===== src/rtl/display_pkg.sv =====
// Shared encodings for the front-panel display controller: operating modes,
// named glyph codes and the BCD conversion state machine.
package display_pkg;

  typedef enum logic [1:0] {
    MODE_RAW   = 2'd0,
    MODE_VALUE = 2'd1,
    MODE_BLINK = 2'd2,
    MODE_BLANK = 2'd3
  } mode_e;

  // Glyph codes above 9 are the letters needed for panel status messages.
  localparam logic [3:0] G_E     = 4'hA;
  localparam logic [3:0] G_P     = 4'hB;
  localparam logic [3:0] G_N     = 4'hC;
  localparam logic [3:0] G_DASH  = 4'hD;
  localparam logic [3:0] G_R     = 4'hE;
  localparam logic [3:0] G_BLANK = 4'hF;

  typedef enum logic [1:0] {
    ST_IDLE   = 2'd0,
    ST_SHIFT  = 2'd1,
    ST_COMMIT = 2'd2
  } conv_state_e;

  // Largest value that fits in the given number of decimal digits.
  function automatic logic [31:0] max_value(input int digits);
    logic [31:0] r;
    r = 32'd1;
    for (int i = 0; i < digits; i++) r = r * 32'd10;
    return r - 32'd1;
  endfunction

  // Double-dabble correction applied to each BCD nibble before a shift.
  function automatic logic [3:0] add3(input logic [3:0] n);
    return (n >= 4'd5) ? n + 4'd3 : n;
  endfunction

endpackage


===== src/rtl/glyph_to_seg.sv =====
// Combinational glyph decoder: 4-bit glyph code to {dp,g,f,e,d,c,b,a},
// segments active-high, decimal point passed straight through.
module glyph_to_seg
  import display_pkg::*;
(
  input  logic [3:0] glyph,
  input  logic       dp,
  output logic [7:0] seg
);

  logic [6:0] segs;

  always_comb begin
    unique case (glyph)
      4'd0:    segs = 7'h3F;
      4'd1:    segs = 7'h06;
      4'd2:    segs = 7'h5B;
      4'd3:    segs = 7'h4F;
      4'd4:    segs = 7'h66;
      4'd5:    segs = 7'h6D;
      4'd6:    segs = 7'h7D;
      4'd7:    segs = 7'h07;
      4'd8:    segs = 7'h7F;
      4'd9:    segs = 7'h6F;
      G_E:     segs = 7'h79;
      G_P:     segs = 7'h73;
      G_N:     segs = 7'h54;
      G_DASH:  segs = 7'h40;
      G_R:     segs = 7'h50;
      default: segs = 7'h00;
    endcase
  end

  assign seg = {dp, segs};

endmodule


===== src/rtl/display_scan_ctrl.sv =====
// Multiplexed 7-segment controller: scans NUM_DIGITS digits showing either raw
// glyphs or a binary cents value converted to BCD by a serial double-dabble.
module display_scan_ctrl
  import display_pkg::*;
#(
  parameter int NUM_DIGITS  = 4,
  parameter int VALUE_W     = 10,
  parameter int REFRESH_DIV = 50000,
  parameter int BLINK_DIV   = 64,
  parameter int DP_POS      = 2
) (
  input  logic                    clk,
  input  logic                    rst_n,
  input  logic [1:0]              mode,
  input  logic [4*NUM_DIGITS-1:0] glyphs,
  input  logic [NUM_DIGITS-1:0]   dp_in,
  input  logic [VALUE_W-1:0]      value,
  input  logic                    load_val,
  output logic                    busy,
  output logic                    done,
  output logic [7:0]              seg,
  output logic [NUM_DIGITS-1:0]   dig_en
);

  localparam int IDX_W = $clog2(NUM_DIGITS);
  localparam int BCD_W = 4 * NUM_DIGITS;
  localparam int PRE_W = (REFRESH_DIV > 1) ? $clog2(REFRESH_DIV) : 1;
  localparam int BLK_W = (BLINK_DIV > 1) ? $clog2(BLINK_DIV) : 1;
  localparam int CNT_W = $clog2(VALUE_W + 1);
  localparam logic [31:0] MAX_VAL = max_value(NUM_DIGITS);

  // ---------------------------------------------------------------------------
  // Refresh prescaler, digit index and blink phase
  // ---------------------------------------------------------------------------
  logic [PRE_W-1:0] presc;
  logic             tick;
  logic [IDX_W-1:0] idx;
  logic [BLK_W-1:0] blink_cnt;
  logic             blink_hidden;

  assign tick = (presc == PRE_W'(REFRESH_DIV - 1));

  // NOTE: state registers use non-blocking assignments so every flop samples
  // the pre-edge values of its neighbours, independent of process ordering.
  always_ff @(posedge clk or negedge rst_n) begin
    if (!rst_n) begin
      presc        <= '0;
      idx          <= '0;
      blink_cnt    <= '0;
      blink_hidden <= 1'b0;
    end else begin
      presc <= tick ? '0 : presc + 1'b1;
      if (tick) begin
        idx <= (idx == IDX_W'(NUM_DIGITS - 1)) ? '0 : idx + 1'b1;
        if (blink_cnt == BLK_W'(BLINK_DIV - 1)) begin
          blink_cnt    <= '0;
          blink_hidden <= ~blink_hidden;
        end else begin
          blink_cnt <= blink_cnt + 1'b1;
        end
      end
    end
  end

  // ---------------------------------------------------------------------------
  // Serial double-dabble conversion
  // ---------------------------------------------------------------------------
  conv_state_e        state, state_nx;
  logic [VALUE_W-1:0] bin_q;
  logic [BCD_W-1:0]   scr_q, scr_adj;
  logic [BCD_W-1:0]   bcd_q;
  logic [CNT_W-1:0]   cnt;
  logic               ovf_pend, ovf_q;

  always_ff @(posedge clk or negedge rst_n) begin
    if (!rst_n) state <= ST_IDLE;
    else        state <= state_nx;
  end

  // NOTE: every signal gets a default before the case so no path can leave a
  // value unassigned and infer a latch.
  always_comb begin
    state_nx = state;
    unique case (state)
      ST_IDLE:   if (load_val) state_nx = ST_SHIFT;
      ST_SHIFT:  if (cnt == CNT_W'(VALUE_W - 1)) state_nx = ST_COMMIT;
      ST_COMMIT: state_nx = ST_IDLE;
      default:   state_nx = ST_IDLE;
    endcase
  end

  assign busy = (state == ST_SHIFT);
  assign done = (state == ST_COMMIT);

  always_comb begin
    scr_adj = scr_q;
    for (int i = 0; i < NUM_DIGITS; i++) scr_adj[4*i +: 4] = add3(scr_q[4*i +: 4]);
  end

  // NOTE: the scratch shift registers carry no reset; they are fully reloaded
  // on capture and never observed before that.
  always_ff @(posedge clk) begin
    if (state == ST_IDLE && load_val) begin
      bin_q <= value;
      scr_q <= '0;
    end else if (state == ST_SHIFT) begin
      {scr_q, bin_q} <= {scr_adj[BCD_W-2:0], bin_q, 1'b0};
    end
  end

  always_ff @(posedge clk or negedge rst_n) begin
    if (!rst_n) begin
      cnt      <= '0;
      ovf_pend <= 1'b0;
      ovf_q    <= 1'b0;
      bcd_q    <= '0;
    end else begin
      unique case (state)
        ST_IDLE: if (load_val) begin
          cnt      <= '0;
          ovf_pend <= (32'(value) > MAX_VAL);
        end
        ST_SHIFT:  cnt <= cnt + 1'b1;
        ST_COMMIT: begin
          bcd_q <= scr_q;
          ovf_q <= ovf_pend;
        end
        default: ;
      endcase
    end
  end

  // ---------------------------------------------------------------------------
  // Digit content selection and registered pin drivers
  // ---------------------------------------------------------------------------
  logic [NUM_DIGITS-1:0] blank_lz;
  logic                  zero_above;
  logic [3:0]            glyph_cur;
  logic                  dp_cur, show, en;
  logic [NUM_DIGITS-1:0] onehot;
  logic [7:0]            seg_nx;

  // A digit left of the decimal point is blank when it and everything above it is zero.
  always_comb begin
    blank_lz   = '0;
    zero_above = 1'b1;
    for (int i = NUM_DIGITS - 1; i >= 0; i--) begin
      zero_above  = zero_above & (bcd_q[4*i +: 4] == 4'd0);
      blank_lz[i] = zero_above & (i > DP_POS);
    end
  end

  always_comb begin
    glyph_cur = G_BLANK;
    dp_cur    = 1'b0;
    show      = 1'b1;
    en        = 1'b1;
    unique case (mode_e'(mode))
      MODE_RAW, MODE_BLINK: begin
        glyph_cur = glyphs[{idx, 2'b00} +: 4];
        dp_cur    = dp_in[idx];
        if (mode_e'(mode) == MODE_BLINK && blink_hidden) show = 1'b0;
      end
      MODE_VALUE: begin
        if (ovf_q) begin
          glyph_cur = G_DASH;
        end else begin
          glyph_cur = blank_lz[idx] ? G_BLANK : bcd_q[{idx, 2'b00} +: 4];
          dp_cur    = (int'(idx) == DP_POS);
        end
      end
      MODE_BLANK: begin
        show = 1'b0;
        en   = 1'b0;
      end
      default: ;
    endcase
  end

  always_comb begin
    onehot      = '0;
    onehot[idx] = 1'b1;
  end

  glyph_to_seg u_glyph_to_seg (
    .glyph (glyph_cur),
    .dp    (dp_cur),
    .seg   (seg_nx)
  );

  always_ff @(posedge clk or negedge rst_n) begin
    if (!rst_n) begin
      seg    <= '0;
      dig_en <= '0;
    end else begin
      seg    <= show ? seg_nx : 8'h00;
      dig_en <= en ? onehot : '0;
    end
  end

endmodule


===== config.mk =====
export PLATFORM = sky130hd
export DESIGN_NAME = display_scan_ctrl
export DESIGN_NICKNAME = d
export VERILOG_FILES = /design/src/rtl/display_pkg.sv /design/src/rtl/glyph_to_seg.sv /design/src/rtl/display_scan_ctrl.sv
export SDC_FILE = /design/constraint.sdc
export NUM_CORES = 1
export LEC_CHECK = 0
export ABC_AREA = 1
export BUFFER_PORTS_ARGS = -buffer_cell sky130_fd_sc_hd__buf_2
export CAP_MARGIN = 20
export CORE_MARGIN = 2
export CORE_UTILIZATION = 50
export CTS_BUF_LIST = sky130_fd_sc_hd__clkbuf_16
export DETAILED_ROUTE_END_ITERATION = 8
export PLACE_DENSITY = 0.78
export SYNTH_ARGS = -nofsm -noshare
export SYNTH_HDL_FRONTEND = slang
export SYNTH_SLANG_ARGS = --single-unit

===== constraint.sdc =====
create_clock -name clk -period 2.1 [get_ports clk]
set_input_delay 0.42 -clock clk [delete_from_list [all_inputs] [get_ports clk]]
set_output_delay 0.42 -clock clk [all_outputs]
set_load 0.05 [all_outputs]

==> results of run 1 <==
==> final cells by class <==
type / count / area share
Clock inverter: 7 / 0.0124
Tap cell: 108 / 0.0257
Sequential cell: 85 / 0.398
Clock buffer: 9 / 0.0428
Inverter: 80 / 0.0580
Multi-Input combinational cell: 396 / 0.396
Timing Repair Buffer: 59 / 0.0666
==> worst paths after layout <==
path / startpoint / to / slack (ns) / depth (start not counted)
setup / recovery: idx[0] / seg[3] / 0.17 / 13
hold / removal: value[6] / bin_q[6] / 0.35 / 3
setup reg to reg: idx[0] / seg[3] / 0.17 / 13
hold reg to reg: bin_q[9] / scr_q[0] / 0.45 / 2
max in group asynchronous: rst_n / state[0] / 1.05 / 3
min in group asynchronous: rst_n / seg[0] / 0.50 / 2
==> power groups by stage <==
| stage | Clock [mW] | Combinational [mW] | Sequential, mW |
|---|---|---|---|
| final | 1.56 | 1.81 | 2.39 |
| after global routing | 1.66 | 2.06 | 2.44 |
| after CTS | 1.59 | 1.81 | 2.39 |
| after detailed placement | 0 | 1.79 | 2.42 |
| after global placement | 0 | 1.69 | 2.40 |
| after floorplan | 0 | 1.24 | 2.46 |
==> cell families after synthesis <==
logic type / Yosys count
AND/OR/NAND/NOR: 273
buffers and inverters: 95
flip-flops: 85
AO/OA/AOI/OAI: 81
adder cells (fa/ha/maj): 23
XOR/XNOR: 18
multiplexers: 1
==> layer usage <==
metal | track usage | vias up | routed length (µm)
met5 | 0 | - | 0
met4 | 0.0580 | 0 | 171
met3 | 0.0464 | 18 | 449
met2 | 0.353 | 95 | 4720
met1 | 0.262 | 1808 | 4270
li1 | - | 1939 | -
==> cell usage after synthesis <==
cell type,instances,area (µm²)
nand2_1,160,601
inv_1,70,263
dfrtp_1,59,1480
nor2_1,43,161
o21ai_0,38,190
nand3_1,33,165
a21oi_1,28,140
ha_1,23,288
dfxtp_1,16,320
xor2_1,16,140
edfxtp_1,10,300
nor3_1,9,45.0
inv_2,8,30.0
nor2_2,8,50.1
clkbuf_1,7,26.3
nand4_1,6,37.5
o22ai_1,6,37.5
nand2_2,4,25.0
o21ai_1,4,20.0
buf_2,3,15.0
buf_6,3,33.8
a31oi_1,2,12.5
buf_4,2,15.0
clkinv_1,2,7.51
nand3_2,2,20.0
nand3b_1,2,15.0
nor3_2,2,20.0
xnor2_1,2,17.5
mux2i_1,1,10.0
nand2_4,1,11.3
nor2_4,1,11.3
nor4_1,1,6.26
nor4_4,1,21.3
o211ai_1,1,7.51
o21ai_4,1,16.3
o31ai_1,1,7.51
==> through the flow <==
step	power [mW]	cell area, µm²	hold slack (ns)	worst slack [ns]
finish	5.76	5260	0.347	0.167
global route	6.16	5260	0.334	0.00917
CTS	5.79	5240	0.333	0.0360
detailed placement	4.20	4940	0.318	0.0509
global placement	4.09	4940	0.311	0.158
floorplan	3.70	4560	0.124	0.203
==> registers in the layout, summed over array words and instances (netlist names) <==
register      flops
bin_q            10
blink_hidden      1
scr_q            16
state             2
idx               2
dig_en            4
cnt               4
presc            16
blink_cnt         6
bcd_q            16
seg               8
==> worst reg2reg max path: cells and delay by family, from the launching register on <==
family,cells,cell delay (ns)
buffers and inverters,3,0.37
DFF,1,0.43
adders and majority gates,1,0.30
and+or+nand+nor,9,0.73
==> repair_timing <==
item | in CTS | in global routing
hold buffers | 1 | 0
endpoints found under the hold margin | 9 | 0
endpoints found under the setup margin | 0 | 6
resized for setup | 0 | 5
setup buffers | 0 | 1
==> impl_metrics.tcl, run 1 <==
set metrics [dict create \
    io_buffers 48 \
    seq_area_mm2 0.00210 \
    relSlewSlack 0.573 \
    yosys_warnings 0 \
    path_max_fanout 10 \
    die_y_um 99.5 \
    path_buf_inv 3 \
    avgSynthCellArea_um2 7.92 \
    hold_class "in2reg" \
    seqPwrFrac 0.415 \
    post_drt_via_cell_ratio 5.19 \
    cts-root-buf "clkbuf_16" \
    crit_top_cell "nand2_1" \
    path_delay_family "simple AND/OR/NAND/NOR gates" \
    fin_cells 744 \
    fmax_mhz 517 \
    htreeDepth 3 \
    vdd_drop_max_mv 0.800 \
    wl_per_cell_um 12.9 \
    yosys.area_share.adder 0.0630 \
    synthSimpleGateAreaFrac 0.261 \
    finalHoldViolCount 0 \
    core_area_mm2 0.00881 \
    drtIter0Drc 150 \
    overflow 0 \
    place_congestion 0.938 \
    mostFrequentLayoutCell "nand2_1" \
    fillers 784 \
    grt_pass1_vias 3707 \
    dp_hpwl_um 6980 \
    grt_max_degree 51 \
    syn_nets 634 \
    internal_power_mw 3.68 \
    dieWidth_um 99.5 \
    syn-cell-area_mm2 0.00456 \
    fp.dieArea_mm2 0.00991 \
    setup_violations 0 \
    grt_usage 0.206 \
    cts_made_buffers 9 \
    min_period_over_period 0.920 \
    antenna_left 0 \
    power.net_switching_mw 2.08 \
    tns_ns 0 \
    p_leak_nw 2.66 \
    p_per_area_mw_per_mm2 1100 \
    crit_slowest_cell "dfrtp_1" \
    clkSinkCount 85 \
    clkLatencyLatePin_ns 0.33 \
    wl_um 9610 \
    synth_mux_area_frac 0.00219 \
    worst-slew-pin-transition_ns 0.639 \
    path_cells "inv_4, buf_4, nand2_1, nand3_1, nand2_1, nor2_1, nor2_4, inv_1, ha_1, nand2_1, nand2_1, nor2_1, nor2_2" \
    antenna_found_initial 0 \
    grt_pass1_wl_um 16600 \
    start_util 0.518 \
    final_util 0.598 \
    crit_path_max_incr_delay_ns 0.43 \
    p_sw_frac 0.361 \
    syn_inst 576 \
    cts_max_path_buffers 2 \
    grt_setup_unrepaired "false" \
    cts_tree "done" \
    maxCapViolations 0 \
    synth_top_family_by_area "simple AND/OR/NAND/NOR gates" \
    remaining_drc_errors 0 \
    dr.pass1.iters 5 \
    synth-xor-area-share 0.0345 \
    ys_types 36 \
    yosysSeqAreaShare 0.459 \
    syn2layout_area_growth_pct 15.3 \
    power_frac_comb 0.314 \
    maxSlewViolCount 0 \
    crit_arrival_ns 2.16 \
    ys_ff_latch 85 \
    io_pins 49 \
    clkTransAtPathRegs_ns 0.06 \
    synth_compound_area_frac 0.0946 \
    critPathLaunchType "flip-flop" \
    n_antenna_cell 0 \
    skew_ns 0.00348 \
    place_inst 726 \
    layout.nets 689 \
    crit_type "reg2reg" \
    drive_gt1_frac 0.162 \
    critPathRequiredTime_ns 2.32 \
    layout_common_cells "nand2_1, inv_1, dfrtp_1, buf_2, nor2_1" \
    end_kind "flip-flop" \
    vias 3860 \
    clkPwrFrac 0.271 \
    multi_input_area_mm2 0.00208 \
    num_rows 34 \
    status "finished, final reports clean" \
    period_needed_ns 1.93 \
]
Note: power is estimated with default switching activity, not from simulation.
==> run 2: changes to the inputs <==
--- a/config.mk
+++ b/config.mk
@@ -6,13 +6,13 @@
 export NUM_CORES = 1
 export LEC_CHECK = 0
 export ABC_AREA = 1
-export BUFFER_PORTS_ARGS = -buffer_cell sky130_fd_sc_hd__buf_2
 export CAP_MARGIN = 20
 export CORE_MARGIN = 2
 export CORE_UTILIZATION = 50
 export CTS_BUF_LIST = sky130_fd_sc_hd__clkbuf_16
 export DETAILED_ROUTE_END_ITERATION = 8
-export PLACE_DENSITY = 0.78
+export DONT_BUFFER_PORTS = 1
+export PLACE_DENSITY = 0.73
 export SYNTH_ARGS = -nofsm -noshare
 export SYNTH_HDL_FRONTEND = slang
 export SYNTH_SLANG_ARGS = --single-unit
==> run 2 against run 1 <==
Net effect: flip-flop and latch count stayed put; critical endpoint unchanged; global-route usage down 0.54 points; first-iteration DRC count is 14% higher; critical path type unchanged.
==> impl_metrics.tcl, run 2 (synthesis results as in run 1) <==
set metrics [dict create \
    status "finished, final reports clean" \
    fmax_mhz 531 \
    postCtsSetupRepairBufs 0 \
    holdWs_ns 0.263 \
    p_sw_frac 0.352 \
    dieWidth_um 99.5 \
    maxSlewViolCount 0 \
    p_per_area_mw_per_mm2 1160 \
    tns_ns 0 \
    grt_pass1_vias 3692 \
    start_util 0.518 \
    vias 3628 \
    wl_per_cell_um 12.9 \
    crit_arrival_ns 2.11 \
    htreeDepth 3 \
    post_drt_via_cell_ratio 5.19 \
    end_kind "flip-flop" \
    seqPwrFrac 0.429 \
    core_area_mm2 0.00881 \
    syn2layout_area_growth_pct 10.9 \
    overflow 0 \
    cts_made_buffers 9 \
    remaining_drc_errors 0 \
    drive_gt1_frac 0.0981 \
    power_frac_comb 0.279 \
    layout.nets 644 \
    cts_max_path_buffers 2 \
    maxCapViolations 0 \
    grt_pass1_wl_um 16300 \
    fp.dieArea_mm2 0.00991 \
    dr.pass1.iters 4 \
    place_area_mm2 0.00470 \
    vdd_drop_max_mv 1.07 \
    cts-root-buf "clkbuf_16" \
    worst-slew-pin-transition_ns 0.633 \
    die_y_um 99.5 \
    path_max_fanout 21 \
    fillers 815 \
    dp_hpwl_um 6450 \
    cts_tree "done" \
    num_rows 34 \
    critPathRequiredTime_ns 2.32 \
    antenna_found_initial 0 \
    n_antenna_cell 0 \
    final_util 0.575 \
    io_buffers 0 \
    grt_usage 0.200 \
    io_pins 49 \
    layout_common_cells "nand2_1, inv_1, dfrtp_1, nor2_1, o21ai_0" \
    setup_violations 0 \
    p_leak_nw 2.49 \
    reg_top3 "bcd_q: 16 flops, presc: 16 flops, scr_q: 16 flops" \
    clkSinkCount 85 \
    crit_type "reg2reg" \
    drtIter0Drc 171 \
    finalHoldViolCount 0 \
    relSlewSlack 0.578 \
    antenna_left 0 \
    hold_class "in2reg" \
    clkTransAtPathRegs_ns 0.06 \
    place_congestion 0.868 \
    power.net_switching_mw 2.07 \
    clkPwrFrac 0.291 \
    clkLatencyLatePin_ns 0.33 \
    final_area_mm2 0.00506 \
    critPathLaunchType "flip-flop" \
    internal_power_mw 3.79 \
    min_period_over_period 0.897 \
    grt_max_degree 60 \
    period_needed_ns 1.88 \
    skew_ns 0.0140 \
    mostFrequentLayoutCell "nand2_1" \
    wl_um 9000 \
    grt_setup_unrepaired "false" \
]
## run 2: through the flow
step                      power [mW]  setup slack (ns)  cells
after global placement          4.04             0.290    681
after detailed placement        4.14             0.242    681
final                           5.86             0.217    699
after global routing            6.31            0.0166    699
after CTS                       5.91             0.222    699
after floorplan                 3.70             0.203    576
## run 2: power groups by stage
| stage | clock [mW] | sequential, mW | combinational [mW] |
|---|---|---|---|
| 3_3_place_gp | 0 | 2.52 | 1.52 |
| 4_1_cts | 1.74 | 2.51 | 1.65 |
| 3_5_place_dp | 0 | 2.54 | 1.60 |
| 2_1_floorplan | 0 | 2.46 | 1.24 |
| 6_report | 1.71 | 2.51 | 1.64 |
| 5_1_grt | 1.81 | 2.57 | 1.93 |
## run 2: path summary, 6_finish.rpt
check | start | cells after the start | slack [ns] | end
max | idx[0] | 10 | 0.22 | seg[3]
min | mode[1] | 3 | 0.26 | seg[7]
max reg2reg | idx[0] | 10 | 0.22 | seg[3]
min reg2reg | scr_q[3] | 2 | 0.46 | scr_q[3]
max in group asynchronous | rst_n | 2 | 1.23 | idx[1]
min in group asynchronous | rst_n | 2 | 0.61 | blink_cnt[3]
## run 2: repair_timing
item / in CTS / in global routing
gates resized for setup: 0 / 1
hold endpoints to repair: 59 / 0
setup endpoints to repair: 0 / 1
hold buffers: 2 / 0
## run 2: final cells by class
type / count / area [µm²] / area share
inverters: 80 / 300 / 0.0593
clock buffers: 9 / 225 / 0.0445
clock inverters: 7 / 97.6 / 0.0193
well taps: 108 / 135 / 0.0267
repair buffers: 14 / 128 / 0.0252
multi-input cells: 396 / 2080 / 0.411
flip-flops and latches: 85 / 2100 / 0.414
## run 2: metal layers
| metal | GRT usage | wire length, µm |
|---|---|---|
| met1 | 0.250 | 4160 |
| met2 | 0.350 | 4370 |
| met3 | 0.0429 | 429 |
| met4 | 0.0580 | 37 |
| met5 | 0 | 0 |
## run 2: critical path: stages, from the launching register on
cell      delay, ns
dfrtp_1        0.39
buf_4          0.21
o211ai_1       0.22
a21oi_1        0.09
nor2_1         0.16
inv_1          0.12
ha_1           0.29
nand2_1        0.07
nand2_1        0.06
nor2_1         0.13
nor2_2         0.04
